[src/rtl/adc_result_sequencer.sv]
// adc_result_sequencer: triggers SAR ADC conversions, synchronises the finish flag and buffers results in a FIFO
// Ports: clk/rst_n (sync, active-low); enable_in, continuous_in, single_shot_in, period_in, clear_in control;
//   start_conversion_out / conversion_finished_in / result_in talk to the ADC;
//   rd_en_in, rd_data_out, rd_valid_out, level_out drain the FIFO;
//   overflow_out, timeout_out sticky flags; busy_out = FSM not idle.
// Optional: define ADC_SEQ_WINDOW_EN to add win_lo_in, win_hi_in and the sticky win_hit_out out-of-window flag.
module adc_result_sequencer #(
  parameter int DEPTH        = 8,
  parameter int START_CYCLES = 4,
  parameter int TIMEOUT      = 4096
) (
  input  logic                       clk,
  input  logic                       rst_n,
  input  logic                       enable_in,
  input  logic                       continuous_in,
  input  logic                       single_shot_in,
  input  logic [15:0]                period_in,
  input  logic                       clear_in,
  output logic                       start_conversion_out,
  input  logic                       conversion_finished_in,
  input  logic [15:0]                result_in,
  input  logic                       rd_en_in,
  output logic [15:0]                rd_data_out,
  output logic                       rd_valid_out,
  output logic [$clog2(DEPTH):0]     level_out,
  output logic                       overflow_out,
  output logic                       timeout_out,
`ifdef ADC_SEQ_WINDOW_EN
  input  logic [15:0]                win_lo_in,
  input  logic [15:0]                win_hi_in,
  output logic                       win_hit_out,
`endif
  output logic                       busy_out
);
  localparam int AW   = $clog2(DEPTH);
  localparam int LW   = AW + 1;
  localparam int CMAX = (TIMEOUT > START_CYCLES) ? TIMEOUT : START_CYCLES;
  localparam int CW   = $clog2(CMAX + 1);

  typedef enum logic [2:0] {IDLE, START, WAIT, CAPTURE, HOLD} state_t;

  state_t          state, state_nxt;
  logic [CW-1:0]   cnt;
  logic [15:0]     per_cnt, per_eff;
  logic            fin_q1, fin_q2, fin_q3, fin_rise;
  logic            start_done, wait_done, hold_done, timeout_set;
  logic [15:0]     mem [DEPTH];
  logic [AW-1:0]   wr_ptr, rd_ptr;
  logic            full, empty, push_req, do_push, do_pop;

  // fin_q1/fin_q2 form the synchroniser; fin_q3 holds the previous synced value for edge detection
  always_ff @(posedge clk)
    if (!rst_n) {fin_q3, fin_q2, fin_q1} <= '0;
    else {fin_q3, fin_q2, fin_q1} <= {fin_q2, fin_q1, conversion_finished_in};

  assign fin_rise    = fin_q2 & ~fin_q3;
  assign per_eff     = (period_in == 16'd0) ? 16'd1 : period_in;
  assign start_done  = cnt == CW'(START_CYCLES - 1);
  assign wait_done   = cnt == CW'(TIMEOUT - 1);
  // per_cnt restarts on START entry, so the next start lands period cycles after this one
  assign hold_done   = per_cnt >= per_eff - 16'd1;
  assign timeout_set = (state == WAIT) & ~fin_rise & wait_done;

  always_ff @(posedge clk)
    if (!rst_n) begin
      state   <= IDLE;
      cnt     <= '0;
      per_cnt <= '0;
    end else begin
      state   <= state_nxt;
      cnt     <= (state_nxt != state) ? '0 : cnt + CW'(1);
      per_cnt <= (state_nxt == START && state != START) ? 16'd0 :
                 (per_cnt == 16'hFFFF) ? per_cnt : per_cnt + 16'd1;
    end

  always_comb begin
    state_nxt = state;
    case (state)
      IDLE:    state_nxt = (enable_in & (continuous_in | single_shot_in)) ? START : IDLE;
      START:   state_nxt = start_done ? WAIT : START;
      WAIT:    state_nxt = fin_rise ? CAPTURE : wait_done ? HOLD : WAIT;
      CAPTURE: state_nxt = HOLD;
      HOLD:    state_nxt = !(continuous_in & enable_in) ? IDLE : hold_done ? START : HOLD;
      default: state_nxt = IDLE;
    endcase
  end

  assign start_conversion_out = state == START;
  assign busy_out             = state != IDLE;

  assign full     = level_out == LW'(DEPTH);
  assign empty    = level_out == '0;
  assign push_req = (state == CAPTURE) & ~clear_in;
  assign do_pop   = rd_en_in & ~empty & ~clear_in;
  // a full FIFO still accepts a push when a pop frees a slot in the same cycle
  assign do_push  = push_req & (~full | do_pop);

  always_ff @(posedge clk)
    if (do_push) mem[wr_ptr] <= result_in;

  always_ff @(posedge clk)
    if (!rst_n) begin
      wr_ptr       <= '0;
      rd_ptr       <= '0;
      level_out    <= '0;
      rd_data_out  <= '0;
      rd_valid_out <= 1'b0;
      overflow_out <= 1'b0;
      timeout_out  <= 1'b0;
    end else begin
      wr_ptr       <= clear_in ? '0 : wr_ptr + AW'(do_push);
      rd_ptr       <= clear_in ? '0 : rd_ptr + AW'(do_pop);
      level_out    <= clear_in ? '0 : level_out + LW'(do_push) - LW'(do_pop);
      rd_data_out  <= do_pop ? mem[rd_ptr] : rd_data_out;
      rd_valid_out <= do_pop;
      overflow_out <= clear_in ? 1'b0 : overflow_out | (push_req & full & ~do_pop);
      timeout_out  <= clear_in ? 1'b0 : timeout_out | timeout_set;
    end

`ifdef ADC_SEQ_WINDOW_EN
  always_ff @(posedge clk)
    if (!rst_n) win_hit_out <= 1'b0;
    else win_hit_out <= clear_in ? 1'b0 :
                        win_hit_out | ((state == CAPTURE) & ((result_in < win_lo_in) | (result_in > win_hi_in)));
`endif
endmodule

[config.mk]
export PLATFORM = sky130hd
export DESIGN_NAME = adc_result_sequencer
export DESIGN_NICKNAME = d
export VERILOG_FILES = /design/src/rtl/adc_result_sequencer.sv
export SDC_FILE = /design/constraint.sdc
export NUM_CORES = 1
export LEC_CHECK = 0
export ABC_AREA = 1
export BUFFER_PORTS_ARGS = -buffer_cell sky130_fd_sc_hd__buf_4
export CAP_MARGIN = 20
export CORE_UTILIZATION = 35
export DETAILED_ROUTE_END_ITERATION = 8
export PLACE_DENSITY = 0.48
export SLEW_MARGIN = 20
export SYNTH_ARGS = -nofsm -noshare
export SYNTH_HDL_FRONTEND = slang
export SYNTH_SLANG_ARGS = --single-unit
[constraint.sdc]
create_clock -name clk -period 3.69 [get_ports clk]
set_input_delay 0.369 -clock clk [delete_from_list [all_inputs] [get_ports clk]]
set_output_delay 0.369 -clock clk [all_outputs]
set_load 0.01 [all_outputs]
==> results of run 1 <==
area by class of cell:
class	instances	area share [%]
Antenna cell	1	0.0251
Inverter	65	2.47
Timing Repair Buffer	79	5.95
Clock buffer	18	4.31
Tap cell	319	4.01
Sequential cell	192	51.5
Clock inverter	13	1.23
Multi-Input combinational cell	508	30.6
metal layers:
metal | track usage, % | vias up | wire length (um)
li1 | - | 2886 | -
met1 | 20.0 | 2750 | 8850
met2 | 28.2 | 93 | 9250
met3 | 4.49 | 12 | 839
met4 | 3.85 | 0 | 158
met5 | 0 | - | 0
worst max-delay path, cell delays in order:
cell and delay (ns):
buf_4 0.09, inv_1 0.04, nand2_1 0.09, nor3_1 0.06, nand3b_1 0.08, nand2_1 0.06
inv_1 0.12, ha_1 0.20, nand2_1 0.11, nor2_1 0.23, nand3_1 0.16, nor2_1 0.14
xor2_1 0.16, inv_1 0.06, ha_1 0.28, nand4_1 0.12, a21oi_1 0.15, nor2_1 0.07
nand2_1 0.06, nand2_1 0.07, nand3_1 0.08, nand2_1 0.08, nand2_4 0.29, nor2_1 0.06
flip-flops by register name, indices dropped and copies added (netlist names):
| signal | count |
|---|---|
| rd_ptr | 3 |
| rd_data_out | 16 |
| state | 3 |
| per_cnt | 16 |
| wr_ptr | 3 |
| timeout_out | 1 |
| rd_valid_out | 1 |
| level_out | 4 |
| cnt | 13 |
| overflow_out | 1 |
| fin_q3 | 1 |
| mem | 128 |
| fin_q1 | 1 |
| fin_q2 | 1 |
worst paths after layout:
path	startpoint	endpoint	slack (ns)	cells after the start
setup / recovery	period_in[12]	cnt[12]	0.75	24
hold / removal	conversion_finished_in	fin_q1	0.12	3
setup reg to reg	level_out[2]	level_out[2]	1.06	13
hold reg to reg	fin_q1	fin_q2	0.44	2
synth_stat cells (4+ instances only):
library cell  instances  area share, %
nor2_1              145            6.4
edfxtp_1            128             45
nand2_1              92            4.0
dfxtp_1              64             15
inv_1                61            2.7
o21ai_0              38            2.2
a21oi_1              29            1.7
ha_1                 29            4.2
xor2_1               27            2.8
clkbuf_1             21           0.92
nand3_1              20            1.2
mux2i_1              17            2.0
o211ai_1             16            1.4
o221ai_1             16            1.6
o32ai_1              16            1.6
nor2_4               13            1.7
xnor2_1              10            1.0
nor3_1                9           0.53
nand4_1               8           0.59
buf_2                 6           0.35
nand2_2               4           0.29
nor3b_1               4           0.35
stage by stage:
step	hold slack [ns]	utilization, %	instance area [sq um]
floorplan	0.390	-	8540
global route	0.109	42.1	9960
global placement	0.403	39.7	9410
CTS	0.101	42.1	9960
finish	0.123	42.1	9960
detailed placement	0.421	39.7	9410
power groups by stage:
stage	Combinational, W	Sequential (W)	Clock, W
after floorplan	0.0000890	0.00235	0
after global placement	0.000153	0.00235	0
after detailed placement	0.000158	0.00235	0
after CTS	0.000159	0.00230	0.00178
after global routing	0.000176	0.00230	0.00187
final	0.000156	0.00230	0.00174
cell families after synthesis:
kind of cell,after synthesis,synth area share (%)
and+or+nand+nor,305,16.2
buffers and inverters,96,4.61
AOI/OAI and AO/OA,119,8.93
muxes,17,1.99
xor gates and xnor gates,37,3.79
adders and majority gates,30,4.48
DFF,192,60.0
==> impl_metrics.py, run 1 <==
metrics = {
    "detailed_routing": {
        "vias_per_cell": 4.80,
        "ant_nets": 0,
        "route.detailed.drc": 0,
        "wl_per_cell_um": 16.0,
        "wirelength_um": 19100,
        "first_pass_iters": 4,
        "drt-initial-drc-count": 366,
        "num_vias": 5741,
    },
    "finish": {
        "final_layout_size_suffix_gt1_share_pct": 16.3,
        "layout_commonest_cell": "nor2_1",
        "final_cell_count_no_fill": 1195,
        "final_cell_mix": "nor2_1 (145), edfxtp_1 (128), nand2_1 (92), buf_4 (79), dfxtp_1 (63)",
        "multiInputGateArea_sq_um": 3040,
        "nFillCells": 2308,
        "fin_nets": 933,
        "seqCellArea_sq_um": 5130,
        "syn_to_final_growth_pct": 16.6,
    },
    "power": {
        "ir_worst_vdd_uv": 243,
        "p_leak_nw": 3.57,
        "p_sw_share_pct": 22.7,
        "clkPwrFrac_pct": 41.4,
        "power_frac_comb_pct": 3.7,
        "finalPower_w": 0.00419,
        "p_int_w": 0.00324,
        "p_switching_w": 0.000950,
        "seq_power_share_pct": 54.9,
        "power.density_nw_per_um2": 421,
    },
    "timing": {
        "period_needed_ns": 2.94,
        "setup_tns_ns": 0,
        "hold_violations": 0,
        "fmax_ghz": 0.341,
        "worst_slew_pin_slew_ns": 0.936,
        "finalWorstSetupSlack_ns": 0.754,
        "clock_skew_ns": 0.00945,
        "slew_headroom_pct": 37.5,
        "setup_viol": 0,
        "final.period_utilization_pct": 79.6,
        "rsz0062_at_grt": "false",
        "slew_viol_final": 0,
    },
    "critical_path": {
        "crit_fanout": 13,
        "worstPathRequired_ns": 4.00,
        "cp-end-kind": "register",
        "worstSetupPathType": "input port to register",
        "arrival_ns": 3.25,
        "startpoint_type": "input port",
    },
    "synth": {
        "syn_area_sq_um": 8540,
        "synth-edff-count": 128,
        "yosysWarnings": 0,
        "async_flop_share_pct": 0,
        "synth_cell_types": 40,
        "netlist_instances": 796,
        "avgSynthCellArea_sq_um": 10.7,
        "synth_ff_type": "edfxtp_1",
        "ys_seq_area_share_pct": 60.0,
        "synth_nets": 866,
        "ys_ff_latch": 192,
    },
    "floorplanning": {
        "start_util_pct": 36.1,
        "die_area_sq_um": 25000,
        "die_h_um": 158,
        "rows": 56,
        "fp.coreArea_sq_um": 23700,
        "io_pins": 65,
        "die_width_um": 158,
    },
    "clock_tree": {
        "post_cts_buffers": 0,
        "clock_sinks": 192,
        "clockBufferDepth": 2,
        "clk_pin_slew_worst_paths_ns": 0.07,
        "hold_buffers": 0,
        "root_buffer": "clkbuf_16",
        "worstSkewPairLatency_ns": 0.43,
        "ctsResizeCount": 0,
        "h-tree-depth": 4,
        "cts_tree": "yes",
        "numCtsBuffers": 17,
    },
    "global_routing": {
        "grt_util_all_layers_pct": 16.3,
        "antenna_found_initial": 1,
        "grt_pass1_wl_um": 30100,
        "overflow": 0,
        "grt_max_degree": 66,
        "grt_pass1_vias": 5706,
    },
    "flow_run": {
        "drv_cap": 0,
    },
    "worst_hold_path": {
        "hp-class": "input port to register",
    },
    "placed_design": {
        "placedCellCount": 1163,
        "gp_congestion": 0.813,
        "preCtsSetupSlack_ns": 0.293,
        "io_buffers": 64,
        "dp_hpwl_um": 12100,
    },
    "run_status": {
        "status": "completed",
    },
}
Note: power is estimated with default switching activity, not from simulation.
==> run 2, diff against run 1 <==
==> constraint.sdc (replaced) <==
create_clock -name clk -period 2.95 [get_ports clk]
set_input_delay 0.295 -clock clk [delete_from_list [all_inputs] [get_ports clk]]
set_output_delay 0.295 -clock clk [all_outputs]
set_load 0.01 [all_outputs]
==> impl_metrics.py, run 2 (synthesized netlist as in run 1, its figures left out) <==
metrics = {
    "floorplanning": {
        "die_h_um": 158,
        "rows": 56,
        "die_width_um": 158,
        "fp.coreArea_sq_um": 23700,
        "io_pins": 65,
        "die_area_sq_um": 25000,
        "start_util_pct": 36.1,
    },
    "timing": {
        "fmax_ghz": 0.383,
        "slew_headroom_pct": 43.0,
        "setup_viol": 0,
        "clock_skew_ns": 0.0176,
        "worst_slew_pin_slew_ns": 0.854,
        "final.period_utilization_pct": 88.5,
        "rsz0062_at_grt": "false",
        "setup_tns_ns": 0,
        "slew_viol_final": 0,
        "period_needed_ns": 2.61,
        "hold_violations": 0,
    },
    "finish": {
        "syn_to_final_growth_pct": 20.1,
        "largest_register_ffs": 128,
        "diodes": 0,
        "layout_commonest_cell": "nor2_1",
        "final_layout_size_suffix_gt1_share_pct": 19.0,
        "fin_nets": 961,
        "final_cell_mix": "nor2_1 (145), edfxtp_1 (128), buf_4 (104), nand2_1 (92), dfxtp_1 (63)",
        "design_area_sq_um": 10300,
        "top_register": "mem",
        "largestRegisters": "mem: 128 flops, per_cnt: 16 flops, rd_data_out: 16 flops",
    },
    "detailed_routing": {
        "wl_met2_um": 9280,
        "vias_per_cell": 4.81,
        "wl_met1_um": 8770,
        "route.met3.wl_um": 883,
        "num_vias": 5888,
        "ant_nets": 0,
        "first_pass_iters": 4,
        "wirelength_um": 19200,
        "route.detailed.drc": 0,
        "highest_layer": "met5",
        "drt-initial-drc-count": 395,
        "wl_per_cell_um": 15.7,
    },
    "clock_tree": {
        "h-tree-depth": 4,
        "clockBufferDepth": 2,
        "ctsResizeCount": 0,
        "clk_pin_slew_worst_paths_ns": 0.07,
        "numCtsBuffers": 17,
        "cts_tree": "yes",
        "post_cts_buffers": 0,
        "root_buffer": "clkbuf_16",
        "clock_sinks": 192,
        "hold_buffers": 0,
        "worstSkewPairLatency_ns": 0.44,
    },
    "critical_path": {
        "crit_fanout": 5,
        "cp-end-kind": "register",
        "worstPathRequired_ns": 3.28,
        "startpoint_type": "input port",
        "worstSetupPathType": "input port to register",
        "arrival_ns": 2.94,
    },
    "run_status": {
        "status": "completed",
    },
    "global_routing": {
        "grt_max_degree": 66,
        "grt_pass1_vias": 5729,
        "grt_pass1_wl_um": 29800,
        "antenna_found_initial": 1,
        "overflow": 0,
        "grt_util_all_layers_pct": 16.1,
    },
    "placed_design": {
        "gp_congestion": 0.795,
        "placed_area_sq_um": 9660,
        "dp_hpwl_um": 12400,
        "io_buffers": 64,
    },
    "flow_run": {
        "drv_cap": 0,
    },
    "power": {
        "ir_worst_vdd_uv": 334,
        "p_leak_nw": 3.76,
        "power.density_nw_per_um2": 536,
    },
    "worst_hold_path": {
        "hp-class": "input port to register",
    },
}
==> run 2: worst paths after layout <==
| path | from | endpoint | slack, ns | depth (start not counted) |
|---|---|---|---|---|
| worst max register to register | state[1] | level_out[3] | 0.68 | 13 |
| worst min-delay path | conversion_finished_in | fin_q1 | 0.05 | 3 |
| worst min register to register | fin_q1 | fin_q2 | 0.42 | 2 |
| worst max-delay path | period_in[12] | cnt[11] | 0.34 | 25 |
==> run 2: per-stage QoR <==
| stage | hold WS [ns] | util [%] | total power (W) | setup slack [ns] | instances |
|---|---|---|---|---|---|
| after floorplan | 0.388 | - | 0.00305 | -0.00322 | 796 |
| after global placement | 0.405 | 40.8 | 0.00317 | -0.0861 | 1191 |
| after detailed placement | 0.406 | 40.8 | 0.00318 | -0.155 | 1191 |
| after CTS | 0.0297 | 43.3 | 0.00555 | 0.285 | 1223 |
| after global routing | 0.0680 | 43.3 | 0.00569 | 0.0220 | 1223 |
| final | 0.0512 | 43.3 | 0.00550 | 0.339 | 1223 |
==> run 2: routing by layer <==
layer / vias up / GRT usage, %
li1: 2948 / -
met1: 2803 / 19.7
met2: 117 / 28.0
met3: 18 / 3.72
met4: 2 / 4.62
met5: - / 0
==> run 2: critical path: stages <==
cell and delay (ns):
buf_4 0.12, inv_1 0.07, nand2_1 0.06, nor3_1 0.20
nand3b_1 0.11, nand2_1 0.08, inv_1 0.05, ha_1 0.19
nand2_1 0.12, nor2_1 0.09, nand3_1 0.09, nor2_1 0.06
xor2_1 0.13, inv_1 0.06, ha_1 0.29, nand4_1 0.11
a21oi_1 0.13, nor2_1 0.07, nand2_1 0.06, nand2_1 0.08
nand3_1 0.08, nand2_1 0.08, nand2_4 0.13, buf_12 0.14
nor2_4 0.03
==> run 2: final cells by class <==
class / instances / area, sq um
flip-flops and latches: 192 / 5130
fillers: 2280 / 13400
clock inverters: 14 / 166
inverters: 65 / 246
repair buffers: 107 / 841
clock buffers: 18 / 439
multi-input cells: 508 / 3040
well taps: 319 / 399
==> run 2: power by group <==
part	leakage (nW)	switching, W	total, W	internal, W
Sequential	1.67	0.00000801	0.00288	0.00287
Clock	0.302	0.00107	0.00238	0.00131
Combinational	1.79	0.000130	0.000239	0.000109
